--- src/rtl/mmio_pkg.sv ---
// Shared constants and types for the MMIO router and its LED/GPIO bank.
package mmio_pkg;

  localparam int SLOT_LED = 0;

  localparam int CTRL_BYTE_BIT  = 0;
  localparam int CTRL_WRITE_BIT = 1;

  localparam logic [3:0] ERR_CLEAR_IDX = 4'hF;

  typedef enum logic [1:0] {
    LED_MODE_WRITE = 2'd0,
    LED_MODE_SET   = 2'd1,
    LED_MODE_CLR   = 2'd2,
    LED_MODE_TGL   = 2'd3
  } led_mode_e;

endpackage

--- src/rtl/mmio_led_bank.sv ---
// LED/GPIO bank hosted in slot 0: write/set/clear/toggle of one bit per access,
// plus combinational readback of either one bit or the whole bank.
module mmio_led_bank
  import mmio_pkg::*;
#(
  parameter int LED_COUNT = 10
) (
  input  logic                 clk_i,
  input  logic                 rst_i,
  input  logic                 we_i,
  input  logic [3:0]           idx_i,
  input  led_mode_e            mode_i,
  input  logic                 wbit_i,
  output logic [LED_COUNT-1:0] led_o,
  output logic [15:0]          rdata_o
);

  logic [LED_COUNT-1:0] led_d, led_q;
  logic [LED_COUNT-1:0] sel_mask_s;
  logic [LED_COUNT-1:0] wr_mask_s;
  logic                 in_range_s;

  assign in_range_s = ({1'b0, idx_i} < 5'(LED_COUNT));
  assign sel_mask_s = in_range_s ? (LED_COUNT'(1'b1) << idx_i) : '0;
  assign wr_mask_s  = (we_i && wbit_i) ? sel_mask_s : '0;

  // Next bank state; out-of-range indices leave an all-zero mask and change nothing.
  always_comb begin
    led_d = led_q;
    if (we_i) begin
      case (mode_i)
        LED_MODE_WRITE: led_d = (led_q & ~sel_mask_s) | wr_mask_s;
        LED_MODE_SET:   led_d = led_q | wr_mask_s;
        LED_MODE_CLR:   led_d = led_q & ~wr_mask_s;
        LED_MODE_TGL:   led_d = led_q ^ wr_mask_s;
        default:        led_d = led_q;
      endcase
    end else begin
      led_d = led_q;
    end
  end

  // Bank register.
  always_ff @(posedge clk_i) begin
    if (rst_i) begin
      led_q <= '0;
    end else begin
      led_q <= led_d;
    end
  end

  assign led_o   = led_q;
  assign rdata_o = in_range_s ? {15'h0000, |(led_q & sel_mask_s)} : 16'(led_q);

endmodule

--- src/rtl/mmio_router.sv ---
// Parametrised MMIO router: slot decode, write strobes, pipelined read return,
// LED bank in slot 0, unmapped-access counter. Optional MMIO_ROUTER_ERR_CAPTURE_EN.
module mmio_router
  import mmio_pkg::*;
#(
  parameter int                   NUM_SLOTS         = 8,
  parameter int                   SLOT_SEL_LSB      = 23,
  parameter int                   SLOT_ADDR_W       = 16,
  parameter logic [NUM_SLOTS-1:0] SLOT_PRESENT_MASK = 8'h0F,
  parameter int                   READ_LATENCY      = 2,
  parameter int                   LED_COUNT         = 10
) (
  input  logic                     main_clk,
  input  logic                     main_rst,
  input  logic [31:0]              address_io,
  input  logic [15:0]              data_in_io,
  input  logic [1:0]               control_io,
  output logic [15:0]              data_out_io,
  output logic [NUM_SLOTS-1:0]     slot_write,
  output logic [SLOT_ADDR_W-1:0]   slot_addr,
  output logic [15:0]              slot_wdata,
  output logic                     slot_byte,
  input  logic [16*NUM_SLOTS-1:0]  slot_rdata,
  output logic [LED_COUNT-1:0]     led_out_state,
  output logic [15:0]              unmapped_count
`ifdef MMIO_ROUTER_ERR_CAPTURE_EN
  ,
  output logic [31:0]              err_addr,
  output logic                     err_valid
`endif
);

  localparam int SEL_W = $clog2(NUM_SLOTS);

  typedef struct packed {
    logic             hit;
    logic             byte_mode;
    logic             a0;
    logic [SEL_W-1:0] sel;
    logic [15:0]      led_rd;
  } stage_t;

  logic             hit_s, wr_s, byte_s, present_s, unmapped_s;
  logic [SEL_W-1:0] sel_s;
  logic [15:0]      led_rd_s, nearly_s;
  logic [15:0]      cnt_q;
  stage_t           req_s, fin_s;
  logic             unused_s;

  assign hit_s      = address_io[31];
  assign sel_s      = address_io[SLOT_SEL_LSB +: SEL_W];
  assign present_s  = SLOT_PRESENT_MASK[sel_s];
  assign wr_s       = control_io[CTRL_WRITE_BIT];
  assign byte_s     = control_io[CTRL_BYTE_BIT];
  assign unmapped_s = hit_s & ~present_s;
  assign unused_s   = ^{address_io[30:0], slot_rdata[15:0]};

  assign slot_addr  = address_io[SLOT_ADDR_W-1:0];
  assign slot_byte  = byte_s;
  assign slot_wdata = {byte_s ? data_in_io[7:0] : data_in_io[15:8], data_in_io[7:0]};

  // One-hot write strobe, suppressed for unpopulated slots.
  always_comb begin
    slot_write = '0;
    for (int i = 0; i < NUM_SLOTS; i++) begin
      slot_write[i] = wr_s & hit_s & (sel_s == SEL_W'(i)) & SLOT_PRESENT_MASK[i];
    end
  end

  mmio_led_bank #(.LED_COUNT(LED_COUNT)) u_led_bank (
    .clk_i   (main_clk),
    .rst_i   (main_rst),
    .we_i    (slot_write[SLOT_LED]),
    .idx_i   (address_io[3:0]),
    .mode_i  (led_mode_e'(address_io[5:4])),
    .wbit_i  (data_in_io[0]),
    .led_o   (led_out_state),
    .rdata_o (led_rd_s)
  );

  // LED readback rides the pipeline so it arrives alongside external slot data.
  assign req_s = '{hit: hit_s, byte_mode: byte_s, a0: address_io[0], sel: sel_s, led_rd: led_rd_s};

  generate
    if (READ_LATENCY == 1) begin : g_direct
      assign fin_s = req_s;
    end else begin : g_pipe
      stage_t pipe_q [READ_LATENCY-1];

      // Request pipeline feeding the final (output) stage.
      always_ff @(posedge main_clk) begin
        if (main_rst) begin
          for (int k = 0; k < READ_LATENCY-1; k++) pipe_q[k] <= '0;
        end else begin
          pipe_q[0] <= req_s;
          for (int k = 1; k < READ_LATENCY-1; k++) pipe_q[k] <= pipe_q[k-1];
        end
      end

      assign fin_s = pipe_q[READ_LATENCY-2];
    end
  endgenerate

  // Select the returning slot's data; non-IO and unpopulated accesses read as zero.
  always_comb begin
    nearly_s = 16'h0000;
    if (fin_s.hit && SLOT_PRESENT_MASK[fin_s.sel]) begin
      if (fin_s.sel == SEL_W'(SLOT_LED)) begin
        nearly_s = fin_s.led_rd;
      end else begin
        nearly_s = slot_rdata[{fin_s.sel, 4'h0} +: 16];
      end
    end else begin
      nearly_s = 16'h0000;
    end
  end

  // Registered read return with byte-lane extraction.
  always_ff @(posedge main_clk) begin
    if (main_rst) begin
      data_out_io <= 16'h0000;
    end else if (fin_s.byte_mode) begin
      data_out_io <= {8'h00, fin_s.a0 ? nearly_s[15:8] : nearly_s[7:0]};
    end else begin
      data_out_io <= nearly_s;
    end
  end

  // Saturating count of IO accesses to unpopulated slots.
  always_ff @(posedge main_clk) begin
    if (main_rst) begin
      cnt_q <= 16'h0000;
    end else if (unmapped_s && (cnt_q != 16'hFFFF)) begin
      cnt_q <= cnt_q + 16'h0001;
    end else begin
      cnt_q <= cnt_q;
    end
  end

  assign unmapped_count = cnt_q;

`ifdef MMIO_ROUTER_ERR_CAPTURE_EN
  logic        err_clr_s;
  logic        err_valid_q;
  logic [31:0] err_addr_q;

  assign err_clr_s = slot_write[SLOT_LED] && (address_io[5:4] == 2'(LED_MODE_WRITE)) &&
                     (address_io[3:0] == ERR_CLEAR_IDX) && data_in_io[0];

  // First unmapped address is held; a fresh error wins over a clear in the same cycle.
  always_ff @(posedge main_clk) begin
    if (main_rst) begin
      err_valid_q <= 1'b0;
      err_addr_q  <= 32'h0000_0000;
    end else if (unmapped_s && (!err_valid_q || err_clr_s)) begin
      err_valid_q <= 1'b1;
      err_addr_q  <= address_io;
    end else if (err_clr_s) begin
      err_valid_q <= 1'b0;
      err_addr_q  <= 32'h0000_0000;
    end else begin
      err_valid_q <= err_valid_q;
      err_addr_q  <= err_addr_q;
    end
  end

  assign err_valid = err_valid_q;
  assign err_addr  = err_addr_q;
`endif

endmodule
--- config.mk ---
export PLATFORM = sky130hd
export DESIGN_NAME = mmio_router
export DESIGN_NICKNAME = d
export VERILOG_FILES = /design/src/rtl/mmio_pkg.sv /design/src/rtl/mmio_led_bank.sv /design/src/rtl/mmio_router.sv
export SDC_FILE = /design/constraint.sdc
export NUM_CORES = 1
export LEC_CHECK = 0
export CORE_ASPECT_RATIO = 1.4
export CORE_MARGIN = 2
export CORE_UTILIZATION = 35
export CTS_CLUSTER_DIAMETER = 40
export DETAILED_ROUTE_END_ITERATION = 8
export GPL_ROUTABILITY_DRIVEN = 0
export PLACE_DENSITY = 0.88
export SETUP_SLACK_MARGIN = 0.5
export SYNTH_ARGS = -nofsm -noshare
export SYNTH_HDL_FRONTEND = slang
export SYNTH_SLANG_ARGS = --single-unit
export TNS_END_PERCENT = 5
--- constraint.sdc ---
create_clock -name main_clk -period 3.55 [get_ports main_clk]
set_clock_uncertainty 0.15 [all_clocks]
set_input_delay 0.71 -clock main_clk [delete_from_list [all_inputs] [get_ports main_clk]]
set_output_delay 0.71 -clock main_clk [all_outputs]
set_load 0.01 [all_outputs]
Word-level counts from Yosys, hierarchy flattened. Memory sizes are Yosys's and may differ from the RTL's. Cells that the tools add are included.

Register bits: 42. Latch bits: 0. Bits in writable memories: 16. Memory bits (read-only): 16. Input port bits: 180. Output and inout port bits: 83. Memories: 3.

Add/sub/neg operators: 1. Multipliers: 0. Divide/modulo/power cells: 0. Magnitude comparators: 3. Equal/unequal tests: 7. Shift-type cells: 2. Mux-type cells: 16. Bitwise gates (word level): 15. Reduce and logical (&&, ||, !) cells: 9.

Memory list: g_pipe.pipe_q (depth 1, bits a word 16, rd ports 1, clocked after Yosys merged registers in 0, wr ports 1, line mmio_router.sv:88) `stage_t pipe_q [READ_LATENCY-1];`; (no name shown) (depth 8, bits a word 1, rd ports 1, clocked after Yosys merged registers in 0, wr ports 0, line mmio_router.sv:107) `if (fin_s.hit && SLOT_PRESENT_MASK[fin_s.sel]) begin`; (no name shown) (depth 8, bits a word 1, rd ports 1, clocked after Yosys merged registers in 0, wr ports 0, line mmio_router.sv:52) `assign present_s = SLOT_PRESENT_MASK[sel_s];`.

Operators by type and width (count): 128-bit by 8-bit indexed part select with 16-bit output (1); 16-bit 2-to-1 mux (3); 10-bit case mux with 4 select lines (1); 10-bit AND (3); 10-bit 2-to-1 mux (3); 8-bit 2-to-1 mux (3); 10-bit inverter (2); 10-bit OR (2); 16-bit by 1-bit adder with 16-bit output (second input constant) (1); 16-bit != test (second input constant) (1); 16-bit OR reduction (1); 10-bit OR reduction (1); 1-bit by 4-bit left shift with 10-bit output (first input constant) (1); 10-bit XOR (1); 3-bit by 4-bit < comparator with 1-bit output (second input constant) (2); 1-bit AND (6); 3-bit by 2-bit == test with 1-bit output (second input constant) (2); 3-bit logical NOT (2); 1-bit 2-to-1 mux (6); 2-bit == test (second input constant) (2); 4-bit < comparator (second input constant) (1); 3-bit by 1-bit == test with 1-bit output (second input constant) (1); 1-bit logical AND (3); 2-bit by 1-bit == test with 1-bit output (second input constant) (1); other kinds (3) (3).

Logic depth before layout (Yosys ltp).
Word-level depth: 7. Depth in mapped cells: 11. Depth with buffers taken out: 10.

Cells and area by module. A second synthesis with hierarchy kept.

Cell total of the unflattened synthesis: 407. Area, all modules: 3824.9 um^2.

Modules (own cells, without submodules): mmio_router (times used 1, cells an instance 261, area each 2656.3 um^2); mmio_led_bank (times used 1, cells an instance 146, area each 1168.6 um^2).

Worst setup path before layout. Ideal clock, no wire load.

Kind: input port to flip-flop. From: input address_io[25]. To: register u_led_bank.led_q[7] (netlist: u_led_bank.led_o[7]). Library setup time: 70 ps. Arrival: 2477 ps. Required time: 3330 ps. Setup slack: 852 ps. Stages: 11. Cell sequence: nand3b_1 -> or3_1 -> clkbuf_1 -> inv_1 -> and3_1 -> nand2_1 -> ha_1 -> nand2_1 -> o21ai_0 -> a221o_1 -> a21oi_1.

Cells in the longest elaborated chain, start to end: 7. Elaborated cells on any way between the ends: 10. Classes of those cells: mux (2); bitwise (6); reduce/logical (2).

Ends and longest elaborated chain: start, declared (line mmio_router.sv:15) `input logic [31:0] address_io,`; 3-bit logical NOT * (line mmio_router.sv:66) `slot_write[i] = wr_s & hit_s & (sel_s == SEL_W'(i)) & SLOT_PRESENT_MASK[i];`; 1-bit AND * (line mmio_router.sv:66); 1-bit logical AND (line mmio_led_bank.sv:25) `assign wr_mask_s = (we_i && wbit_i) ? sel_mask_s : '0;`; 10-bit 2-to-1 mux (line mmio_led_bank.sv:25); 10-bit inverter (line mmio_led_bank.sv:34) `LED_MODE_CLR: led_d = led_q & ~wr_mask_s;`; 10-bit AND (line mmio_led_bank.sv:34); 10-bit case mux with 4 select lines (line mmio_led_bank.sv:31) `case (mode_i)`; end signal, assigned (line mmio_led_bank.sv:48) `led_q <= led_d;`; end, declared (line mmio_led_bank.sv:18) `logic [LED_COUNT-1:0] led_d, led_q;`.

Mark *: on every way between the ends. The rest lies on a longest branch, timed or not. A chain may end at the register's enable or synchronous reset.

Worst setup path after layout.
From: input address_io[25]. To: output slot_write[3].

Cells in the longest elaborated chain, start to end: 2.

Ends and longest elaborated chain: 3-bit by 2-bit == test with 1-bit output (line mmio_router.sv:66); 1-bit AND (line mmio_router.sv:66); end, declared (line mmio_router.sv:19) `output logic [NUM_SLOTS-1:0] slot_write,`.

No other way between the ends.

==> results.py <==
metrics = {
    "floorplan": {
        "die-area_sq_um": 11190,
        "initial_core_util": 0.3621,
        "rows": 43,
        "die_x_um": 90.00,
        "pin_count": 263,
        "die_h_um": 124.4,
        "core_sq_um": 10010,
    },
    "place": {
        "placed_cells": 668,
        "portBuffers": 146,
        "dpl.hpwl_um": 8582,
        "dpl_cell_area_sq_um": 5042,
    },
    "global_routing": {
        "grt_max_degree": 24,
        "track_usage": 0.1939,
        "grt_pass1_vias": 3748,
        "grt_first_pass_wirelength_um": 17900,
        "grt_overflow_total": 0,
        "antenna_found_initial": 0,
    },
    "sta": {
        "fin_crit_ns": 3.102,
        "worst_pin_slew_ns": 0.9867,
        "tns_ns": 0,
        "timing.fmax_ghz": 0.3224,
        "drv_slew": 0,
        "post-route-period-util": 0.8737,
        "finalSetupViolations": 0,
        "hold_ws_ns": 0.3564,
        "maxSlewHeadroom": 0.3413,
        "rsz0062_at_grt": "yes",
        "hold_viol_final": 0,
    },
    "yosys": {
        "ys_top_cells_by_area": "dfxtp_1 32%, buf_4 6.2%, mux4_2 6.2%, a21oi_1 4.4%, mux2_2 4.4%",
        "netlist_instances": 428,
        "seq_area_frac_synth": 0.3204,
        "synth_common_cells": "58 x dfxtp_1, 39 x nand2_1, 32 x a21oi_1",
        "synthDistinctLibCells": 56,
        "netlist_area_sq_um": 3623,
        "yosysTopAreaCell": "dfxtp_1",
        "syn_area_per_cell_sq_um": 8.466,
        "ys_warn_count": 0,
        "yosysTopAreaCellShare": 0.3204,
        "synth.most_common_cell": "dfxtp_1",
        "synth_flop_cell": "dfxtp_1",
        "async_flop_share": 0,
        "synth_seq_cells": 58,
        "synth_edf_count": 0,
    },
    "detailed_routing": {
        "drt-total-wl_um": 11160,
        "vias_per_cell": 5.461,
        "drtIter0Drc": 205,
        "drc": 0,
        "wl_per_cell_um": 16.34,
        "drtAntennaViolNets": 0,
        "drt_first_pass_iters": 5,
        "via_count": 3730,
    },
    "worst_setup_path": {
        "cp_max_fo": 5,
        "end_kind": "output port",
        "crit_arrival_ns": 2.24,
        "rr_worst_depth": 5,
        "start_kind": "input pin",
        "worstPathRequired_ns": 2.69,
        "critical_path_class": "in -> out",
    },
    "pwr": {
        "peakVddDrop_mv": 0.2133,
        "power.density_nw_per_um2": 339.5,
        "p_leak_nw": 1.891,
    },
    "cts": {
        "numCtsBuffers": 9,
        "root_buffer": "clkbuf_16",
        "cts_sinks": 58,
        "clk_pin_slew_worst_paths_ns": 0.05,
        "clock_latency_ns": 0.32,
        "clk_path_buf_depth": 2,
        "cts_setup_buffers": 0,
        "h-tree-depth": 3,
        "cts_hold_buf": 0,
        "cts_tree": "done",
        "post_cts_resize_count": 2,
    },
    "min_path": {
        "hold_depth": 2,
        "hold_class": "reg -> reg",
    },
    "final_layout": {
        "fillerInstances": 914,
        "final_cells": 683,
        "syn2layout_area_growth_pct": 47.48,
        "num_antenna_cells": 0,
        "drive_above_1_share": 0.1204,
        "fin_area_sq_um": 5344,
        "regArea_sq_um": 1161,
        "multi_input_area_sq_um": 2090,
        "nets": 735,
    },
    "status": {
        "status": "completed",
    },
    "run": {
        "drv_cap": 0,
    },
}
cell type report:
cell class	instances	area share
clock buffers	11	0.04542
clock inverters	4	0.009834
inverters	10	0.007024
well taps	135	0.03161
flip-flops and latches	58	0.2173
repair buffers	163	0.2978
multi-input cells	302	0.3910
registers in the layout (all words and copies together) (netlist names):
signal	count
data_out_io	16
u_led_bank.led_o	10
unmapped_count	16
g_pipe.pipe_q	16
per-layer routing:
metal  up-vias  GRT usage  wire length, um  part of all wire
li1       1753          -                -                 -
met1      1717     0.2094             4194              0.38
met2       225     0.3583             5703              0.51
met3        35    0.03630              883             0.079
met4         0    0.09683              379             0.034
met5         -          0                0                 0
worst max-delay path, cell delays in order:
cell and delay [ns]:
clkdlybuf4s50_1 0.46, buf_4 0.18, nor2_2 0.18, and3_1 0.18
clkdlybuf4s50_1 0.53
cells by family (layout without fill, tap and decap cells):
kind of cell / count (synthesis) / count (layout) / synth area share
AOI/OAI and AO/OA: 92 / 92 / 0.1651
adders and majority gates: 11 / 11 / 0.03798
buffers and inverters: 71 / 188 / 0.1070
DFF: 58 / 58 / 0.3204
muxes: 26 / 26 / 0.1112
other: 1 / 4 / 0.001035
and+or+nand+nor: 169 / 169 / 0.2573
worst paths after layout:
path | from | end | slack, ns
worst max-delay path | address_io[25] | slot_write[3] | 0.45
worst min-delay path | unmapped_count[14]$_SDFFE_PP0P_ | unmapped_count[14]$_SDFFE_PP0P_ | 0.36
worst max register to register | unmapped_count[0]$_SDFFE_PP0P_ | unmapped_count[10]$_SDFFE_PP0P_ | 1.39
worst min register to register | unmapped_count[14]$_SDFFE_PP0P_ | unmapped_count[14]$_SDFFE_PP0P_ | 0.36
where the power goes:
part	internal, mW	switching (mW)	total [mW]
logic	0.171	0.112	0.283
registers	0.661	0.0154	0.677
clock network	0.558	0.296	0.854
total	1.39	0.424	1.81
layout by cell type (no fill, tap or decap), drive strengths merged, types with 3 or more instances in the layout:
master	Yosys	routed
nor4b	3	3
nand3	12	12
and2	11	11
mux2	14	14
clkdlybuf4s50	0	142
or3	3	3
nor3	14	14
nand4	8	8
conb	1	4
o211ai	4	4
inv	10	10
o21ai	15	15
a31oi	5	5
ha	11	11
nor3b	5	5
dfxtp	58	58
nand3b	6	6
clkinvlp	0	3
clkbuf	25	11
a22o	3	3
buf	36	17
nor4	6	6
a21boi	3	3
or4	6	6
nor2b	15	15
and3	5	5
o31ai	7	7
a21oi	32	32
mux4	10	10
nand2	41	41
a211oi	4	4
nand2b	10	10
nor2	19	19
a22oi	3	3
stage by stage:
| stage | total power [mW] | util | worst slack [ns] |
|---|---|---|---|
| floorplan | 0.8307 | - | 0.8522 |
| global placement | 0.9645 | 0.5039 | 0.1323 |
| detailed placement | 0.9716 | 0.5039 | 0.1487 |
| CTS | 1.828 | 0.5331 | 0.3668 |
| global route | 1.878 | 0.5340 | 0.4036 |
| finish | 1.814 | 0.5340 | 0.4484 |
No activity file was read; power rests on OpenSTA's default activity.
